===== src/rtl/button_program_selector.sv =====
// Pushbutton front end: per-channel synchroniser, counter debounce and rising-edge
// detect, feeding a priority-encoded, registered program-select code.
module button_program_selector #(
    parameter int NUM_BTN         = 5,
    parameter int DEBOUNCE_CYCLES = 250000,
    parameter int SEL_W           = 32,
    parameter int LATCH_MODE      = 0,
    parameter int PULSE_STRETCH   = 4
) (
    input  logic               clock,
    input  logic               reset,
    input  logic [NUM_BTN-1:0] btn_in,
    input  logic               clear,
    output logic [NUM_BTN-1:0] btn_clean,
    output logic [NUM_BTN-1:0] btn_press,
    output logic [SEL_W-1:0]   program_selector,
    output logic               sel_valid,
    output logic               sel_changed
);
    localparam int CNT_W = $clog2(DEBOUNCE_CYCLES + 1);
    // +2 keeps the stretch counter at least one bit wide when PULSE_STRETCH is 0
    localparam int STR_W = $clog2(PULSE_STRETCH + 2);
    localparam logic [CNT_W-1:0] CNT_LAST = CNT_W'(DEBOUNCE_CYCLES - 1);
    localparam logic [STR_W-1:0] STR_LOAD = STR_W'(PULSE_STRETCH);

    logic [NUM_BTN-1:0] sync_1;
    logic [NUM_BTN-1:0] sync_2;
    logic [NUM_BTN-1:0] clean_d;
    logic [CNT_W-1:0]   db_cnt [NUM_BTN];
    logic [STR_W-1:0]   stretch;
    logic [STR_W-1:0]   stretch_next;
    logic [SEL_W-1:0]   sel_next;
    logic [SEL_W-1:0]   sel_prev;
    logic [SEL_W-1:0]   clean_code;
    logic [SEL_W-1:0]   press_code;

    function automatic logic [SEL_W-1:0] encode(input logic [NUM_BTN-1:0] v);
        logic [SEL_W-1:0] code;
        code = '0;
        for (int i = NUM_BTN - 1; i >= 0; i--) begin
            if (v[i]) code = SEL_W'(i + 1);
        end
        return code;
    endfunction

    always_ff @(posedge clock) begin
        if (reset) begin
            sync_1 <= '0;
            sync_2 <= '0;
        end else begin
            sync_1 <= btn_in;
            sync_2 <= sync_1;
        end
    end

    // Counter only runs while the synchronised level disagrees with the clean level
    always_ff @(posedge clock) begin
        for (int i = 0; i < NUM_BTN; i++) begin
            if (reset) begin
                db_cnt[i]    <= '0;
                btn_clean[i] <= 1'b0;
            end else if (sync_2[i] == btn_clean[i]) begin
                db_cnt[i] <= '0;
            end else if (db_cnt[i] == CNT_LAST) begin
                btn_clean[i] <= sync_2[i];
                db_cnt[i]    <= '0;
            end else begin
                db_cnt[i] <= db_cnt[i] + 1'b1;
            end
        end
    end

    always_ff @(posedge clock) begin
        if (reset) begin
            clean_d   <= '0;
            btn_press <= '0;
        end else begin
            clean_d   <= btn_clean;
            btn_press <= btn_clean & ~clean_d;
        end
    end

    assign clean_code = encode(btn_clean);
    assign press_code = encode(btn_press);

    always_comb begin
        sel_next     = program_selector;
        stretch_next = stretch;
        if (LATCH_MODE != 0) begin
            stretch_next = '0;
            if (|btn_press) begin
                sel_next = press_code;
            end else if (clear) begin
                sel_next = '0;
            end
        end else if (|btn_clean) begin
            sel_next     = clean_code;
            stretch_next = STR_LOAD;
        end else if (stretch != '0) begin
            stretch_next = stretch - 1'b1;
        end else begin
            sel_next = '0;
        end
    end

    always_ff @(posedge clock) begin
        if (reset) begin
            program_selector <= '0;
            stretch          <= '0;
            sel_prev         <= '0;
            sel_valid        <= 1'b0;
            sel_changed      <= 1'b0;
        end else begin
            program_selector <= sel_next;
            stretch          <= stretch_next;
            sel_prev         <= program_selector;
            sel_valid        <= |program_selector;
            sel_changed      <= (program_selector != sel_prev);
        end
    end

endmodule


===== config.mk =====
export PLATFORM = sky130hd
export DESIGN_NAME = button_program_selector
export DESIGN_NICKNAME = d
export VERILOG_FILES = /design/src/rtl/button_program_selector.sv
export SDC_FILE = /design/constraint.sdc
export NUM_CORES = 1
export LEC_CHECK = 0
export BUFFER_PORTS_ARGS = -buffer_cell sky130_fd_sc_hd__buf_2
export CORE_MARGIN = 5
export CORE_UTILIZATION = 50
export DETAILED_ROUTE_END_ITERATION = 16
export MAX_ROUTING_LAYER = met4
export PLACE_DENSITY_LB_ADDON = 0.25
export SLEW_MARGIN = 20
export SYNTH_ARGS = -nofsm -noshare
export SYNTH_HDL_FRONTEND = slang
export SYNTH_SLANG_ARGS = --single-unit

===== constraint.sdc =====
create_clock -name clock -period 3.03 [get_ports clock]
set_input_delay 0.606 -clock clock [delete_from_list [all_inputs] [get_ports clock]]
set_output_delay 0.606 -clock clock [all_outputs]
set_load 0.01 [all_outputs]

==> results.py, run 1 <==
metrics = {
    "run_status": {
        "outcome": "finished clean",
    },
    "global_route": {
        "first_pass_grt_wire_length_mm": 19.6,
        "groute.usage.overall_pct": 16.9,
        "grt_antenna_before_repair": 0,
        "grt_max_degree": 21,
        "grt_overflow": 0,
        "grt_pass1_vias": 4418,
    },
    "timing": {
        "rsz0062_at_grt": "no",
        "setup-violations-final": 0,
        "timing.setup.tns_ns": 0,
        "finalClockSkew_ns": 0.00639,
        "final-max-slew-violation-count": 0,
        "fmax_ghz": 0.436,
        "max-slew-margin-rel_pct": 45.7,
        "final.period_utilization_pct": 75.7,
        "worst_slew_pin_slew_ns": 0.805,
        "period_needed_ns": 2.29,
        "timing.hold.ws_ns": 0.379,
        "post-route-worst-setup-slack_ns": 0.735,
        "timing.final.hold_violations": 0,
    },
    "drt": {
        "wl_mm": 11.4,
        "initialDrtViolationCount": 174,
        "remaining_design_rule_violation_count": 0,
        "wl_per_cell_um": 12.3,
        "first_pass_iters": 6,
        "drtAntennaViolNets": 0,
        "via_count": 4499,
        "drt-vias-per-instance": 4.88,
    },
    "synthesis": {
        "share_of_the_yosys_chip_area_belonging_to_registers_pct": 53.3,
        "postSynth.asyncResetShare_pct": 0,
        "synthCells": 616,
        "synth_enable_flop_cells": 90,
        "synth_area_per_cell_um2": 10.4,
        "main_area_contributors_after_synthesis": "edfxtp_1 42%, dfxtp_1 11%, xnor2_1 9.5%, nor2_1 6.2%, buf_4 3.7%",
        "synth_top_area_share_pct": 42.1,
        "ys.flop_type": "edfxtp_1",
        "syn-cell-area_um2": 6420,
        "synthesis.yosys.warnings": 0,
        "synth_top_area_cell": "edfxtp_1",
        "synth_cell_type_count": 49,
        "yosys_register_bits": 126,
    },
    "place": {
        "globalplace.congestion": 0.890,
        "post-place-ws_ns": 0.696,
        "numPortBuffers": 21,
        "place_hpwl_mm": 8.14,
    },
    "clock_network": {
        "clock_insertion_delay_worst_skew_ns": 0.42,
        "cts_setup_buffers": 0,
        "max-clock-path-buffers": 2,
        "holdBufCountCts": 0,
        "tritoncts": "done",
        "cts_buffers": 17,
        "cts_resized": 0,
        "cts-htree-levels": 4,
        "clkTransAtPathRegs_ns": 0.06,
        "clock_sinks": 126,
        "clk_root_buffer_cell": "clkbuf_16",
    },
    "floorplanning": {
        "dieWidth_um": 123,
        "io_count": 52,
        "design.core.area_um2": 12600,
        "die_area_um2": 15200,
        "placementRows": 41,
        "start_util_pct": 50.9,
        "die_height_um": 123,
    },
    "setup_path": {
        "crit_path_start": "db_cnt[1][0]$_SDFFCE_PN0P_",
        "path_max_fanout": 17,
        "cp_data_arrival_time_ns": 2.44,
        "start_kind": "flop",
        "critPathKind": "reg -> reg",
        "worst_setup_path_end_kind": "flop",
        "worst-r2r-cell-count": 5,
        "timing.critical_path.required_ns": 3.17,
        "timing.rr.start": "db_cnt[1][0]$_SDFFCE_PN0P_",
    },
    "layout": {
        "diodes": 0,
        "drive_gt1_share_pct": 9.60,
        "final_nets": 753,
        "area_growth_pct": 17.5,
    },
    "job": {
        "drv_cap": 0,
    },
    "hold_path": {
        "worst_hold_launch": "clean_d[2]$_SDFF_PP0_",
        "hold_depth": 1,
        "hold_class": "reg -> reg",
    },
    "power_and_ir_drop": {
        "cellLeakagePower_nw": 2.75,
        "p_per_area_nw_per_um2": 572,
        "vdd.ir_drop.worst_uv": 416,
    },
}
[report_power, final]
group / internal [W] / switching, W
clock network: 0.00131 / 0.000745
logic: 0.000101 / 0.000160
registers: 0.00192 / 0.0000730
[flip-flops by register name, summed over array words and instances, names as in the netlist]
signal and cells:
sel_valid 1, btn_press 5, clean_d 5, sync_1 5, program_selector 3, sync_2 5, btn_clean 5, stretch 3
sel_changed 1, db_cnt 90, sel_prev 3
[final timing paths]
kind	endpoint	slack (ns)
min reg2reg	btn_press[2]$_SDFF_PP0_	0.38
min	btn_press[2]$_SDFF_PP0_	0.38
max	db_cnt[1][10]$_SDFFCE_PN0P_	0.74
max reg2reg	db_cnt[1][10]$_SDFFCE_PN0P_	0.74
[synth_stat cells, drive strengths merged, types with 12 or more instances]
| library cell | number |
|---|---|
| nor2 | 106 |
| edfxtp | 90 |
| xnor2 | 70 |
| dfxtp | 36 |
| buf | 34 |
| inv | 31 |
| nand2 | 28 |
| nand3 | 28 |
| nor4 | 26 |
| nor3 | 25 |
| nand4 | 21 |
| nor2b | 19 |
| o21ai | 14 |
| a21oi | 12 |
[final cells by class]
type,instances,area (µm²)
fill,1099,5080
sequential,126,3420
multi-input combinational,537,3050
clock buffer,18,439
tap,172,215
clock inverter,14,169
timing repair buffer,24,128
inverter,31,116
[worst max-delay path: stages, from the launching register on]
cell and delay [ns]:
edfxtp_1 0.39, ha_1 0.24, nand3_4 0.15, or4_4 0.55
o21ai_2 0.57, nor2_1 0.12
[cells by family (layout without fill, tap and decap cells)]
kind of cell / after synthesis / in the layout / share of synthesized area [%]
compound gates: 38 / 38 / 3.94
xor+xnor: 78 / 78 / 10.6
fa+ha+maj: 8 / 8 / 1.56
buf+inv: 70 / 87 / 6.00
flops: 126 / 126 / 53.3
mux: 4 / 4 / 0.624
other cells: 2 / 119 / 0.117
simple gates: 290 / 290 / 23.8
[routing by layer]
metal,part of all wire (%),wire (µm),track usage (%)
met5,0,0,-
met4,2.1,235,7.54
met3,4.6,517,4.12
met2,49,5530,27.2
met1,45,5080,20.1
[per-stage QoR]
step           total power [W]  util, %  instance area [µm²]  cells
3_3_place_gp           0.00227     54.9                 6930    890
5_1_grt                0.00449     59.8                 7540    922
6_report               0.00431     59.8                 7540    922
4_1_cts                0.00435     59.8                 7540    922
2_1_floorplan          0.00226        -                 6860    733
3_5_place_dp           0.00228     54.9                 6930    890
[layout by cell type, fill, tap and decap left out, types with 3 or more instances in the layout]
cell	instances
conb_1	119
nor2_1	106
edfxtp_1	90
xnor2_1	70
dfxtp_1	36
inv_1	31
nand2_1	28
nor4_1	26
nand3_1	26
nor3_1	25
buf_2	21
nand4_1	19
nor2b_1	19
clkbuf_16	17
a21oi_1	12
o21ai_0	11
xor2_1	8
or3_1	8
ha_1	8
nor4b_1	7
or4b_1	4
mux2i_1	4
or4_4	4
clkinvlp_4	4
clkinv_4	4
nand2b_1	3
or2_2	3
bufinv_16	3
buf_4	3
(Power assumes the default switching activity.)
==> run 2, diff against run 1 <==
clock period = 2 ns   (was 3.03 ns; I/O delays follow)
==> run 2 against run 1 <==
Effect of this change:
- die area unchanged
- combinational power increased by 69%
- via count increased by 1.9%
- worst setup slack got worse by 0.65 ns
- hold slack got worse by 0.18 ns
- register-to-register slack got worse by 0.65 ns
- total power increased by 50%
- core utilization increased by 2.5 points
- fmax increased by 20%
- routed wire length increased by 0.83%
- sequential power increased by 51%
- flip-flop and latch count unchanged
==> results.py, run 2 (synthesis results as in run 1) <==
metrics = {
    "global_route": {
        "grt_max_degree": 20,
        "grt_pass1_vias": 4240,
        "grt_overflow": 0,
        "first_pass_grt_wire_length_mm": 19.1,
        "grt_antenna_before_repair": 0,
        "groute.usage.overall_pct": 16.6,
    },
    "clock_network": {
        "clock_sinks": 126,
        "cts_buffers": 17,
        "holdBufCountCts": 0,
        "tritoncts": "done",
        "clk_root_buffer_cell": "clkbuf_16",
        "max-clock-path-buffers": 2,
        "clkTransAtPathRegs_ns": 0.05,
        "cts-htree-levels": 4,
        "clock_insertion_delay_worst_skew_ns": 0.41,
    },
    "hold_path": {
        "worst_hold_launch": "btn_in[1]",
        "hold_class": "in -> reg",
    },
    "layout": {
        "mostFrequentLayoutCell": "conb_1",
        "diodes": 0,
        "mostFrequentLayoutCells": "119 x conb_1, 106 x nor2_1, 90 x edfxtp_1",
        "area_growth_pct": 22.3,
        "multi_input_combinational_cell_area_um2": 3090,
        "layout.area.seq_um2": 3420,
        "largest_register_ff_count": 90,
        "register_containing_the_most_flip_flops_in_the_final_layout": "db_cnt",
        "drive_gt1_share_pct": 13.4,
        "final_nets": 784,
        "fillCellCount": 1069,
    },
    "drt": {
        "drt-vias-per-instance": 4.81,
        "initialDrtViolationCount": 267,
        "remaining_design_rule_violation_count": 0,
        "drtAntennaViolNets": 0,
        "wl_mm": 11.5,
        "via_count": 4585,
        "wl_per_cell_um": 12.0,
        "first_pass_iters": 4,
    },
    "job": {
        "drv_cap": 0,
    },
    "floorplanning": {
        "placementRows": 41,
        "dieWidth_um": 123,
        "die_area_um2": 15200,
        "die_height_um": 123,
        "io_count": 52,
        "start_util_pct": 50.9,
        "design.core.area_um2": 12600,
    },
    "timing": {
        "finalClockSkew_ns": 0.00638,
        "timing.final.hold_violations": 0,
        "final.period_utilization_pct": 95.7,
        "setup-violations-final": 0,
        "period_needed_ns": 1.91,
        "worst_slew_pin_slew_ns": 0.597,
        "max-slew-margin-rel_pct": 59.6,
        "fmax_ghz": 0.523,
        "timing.setup.tns_ns": 0,
        "timing.hold.ws_ns": 0.197,
        "final-max-slew-violation-count": 0,
    },
    "place": {
        "place_hpwl_mm": 8.31,
        "globalplace.congestion": 0.885,
        "numPortBuffers": 21,
    },
    "setup_path": {
        "crit_path_start": "db_cnt[3][13]$_SDFFCE_PN0P_",
        "cp_slowest_cell": "or4_4",
        "path_max_fanout": 5,
        "worst-path-buf-inv": 1,
        "start_kind": "flop",
        "timing.critical_path.required_ns": 2.16,
        "timing.rr.start": "db_cnt[3][13]$_SDFFCE_PN0P_",
        "critPathKind": "reg -> reg",
        "path_cells": "nand2b_1, or4_4, o211ai_4, clkbuf_16, nor2_1",
        "cp_data_arrival_time_ns": 2.08,
        "critical_path.top_delay_family": "simple AND/OR/NAND/NOR gates",
        "cpPeakStageDelay_ns": 0.54,
        "worst_setup_path_end_kind": "flop",
    },
    "power_and_ir_drop": {
        "cellLeakagePower_nw": 2.94,
        "p_per_area_nw_per_um2": 825,
        "vdd.ir_drop.worst_uv": 653,
    },
    "run_status": {
        "outcome": "finished clean",
    },
}
## run 2: changes by cell type in the layout (fill, tap and decap cells not counted), moves of 2 or more
| cell | change |
|---|---|
| buf_12 | +2 |
| bufinv_16 | -3 |
| clkbuf_16 | +4 |
| clkbuf_1 | +4 |
| clkinv_4 | -4 |
| clkinvlp_4 | -4 |
| ha_1 | -2 |
| clkbuf_8 | +4 |
| buf_4 | +27 |
## run 2: worst paths after layout
check | end | slack [ns] | depth (start not counted)
worst max register to register | db_cnt[3][14]$_SDFFCE_PN0P_ | 0.09 | 5
worst min-delay path | sync_1[1]$_SDFF_PP0_ | 0.20 | 2
worst max-delay path | db_cnt[3][14]$_SDFFCE_PN0P_ | 0.09 | 5
worst min register to register | btn_press[4]$_SDFF_PP0_ | 0.38 | 1
## run 2: cell type report
class                           count  area share, %
Sequential cell                   126           43.6
Multi-Input combinational cell    537           39.4
Clock buffer                       29           7.44
Timing Repair Buffer               55           5.18
Tap cell                          172           2.74
Inverter                           31           1.48
Clock inverter                      3          0.191
## run 2: power by group
part / internal [W] / switching, W
registers: 0.00291 / 0.000106
clock network: 0.00197 / 0.00105
logic: 0.000177 / 0.000263
## run 2: worst reg2reg max path, cell delays in order, from the launching register on
cell and delay [ns]:
edfxtp_1 0.43, nand2b_1 0.17, or4_4 0.54, o211ai_4 0.28, clkbuf_16 0.21, nor2_1 0.04
## run 2: metrics by stage
stage                     setup WS (ns)  instance area [µm²]  total power, W  cells  utilization, %
after floorplan                  0.0112                 6870         0.00342    733               -
after global placement           0.0936                 7160         0.00345    917            56.8
after detailed placement         0.0413                 7160         0.00349    917            56.8
after CTS                        0.0278                 7760         0.00653    949            61.5
after global routing            -0.0489                 7850         0.00676    953            62.2
final                            0.0865                 7850         0.00648    953            62.2
## run 2: repair_timing
action / 4_1_cts / 5_1_grt
resized for setup: 0 / 5
endpoints found under the setup margin: 0 / 38
buffers inserted: 0 / 2
## run 2: routing by layer
metal	vias to the layer above	GRT usage, %	share of wire [%]
met5	-	-	0
met4	0	7.68	2.3
met3	22	4.71	4.2
met2	85	24.9	48
met1	2142	20.7	46
li1	2336	-	-
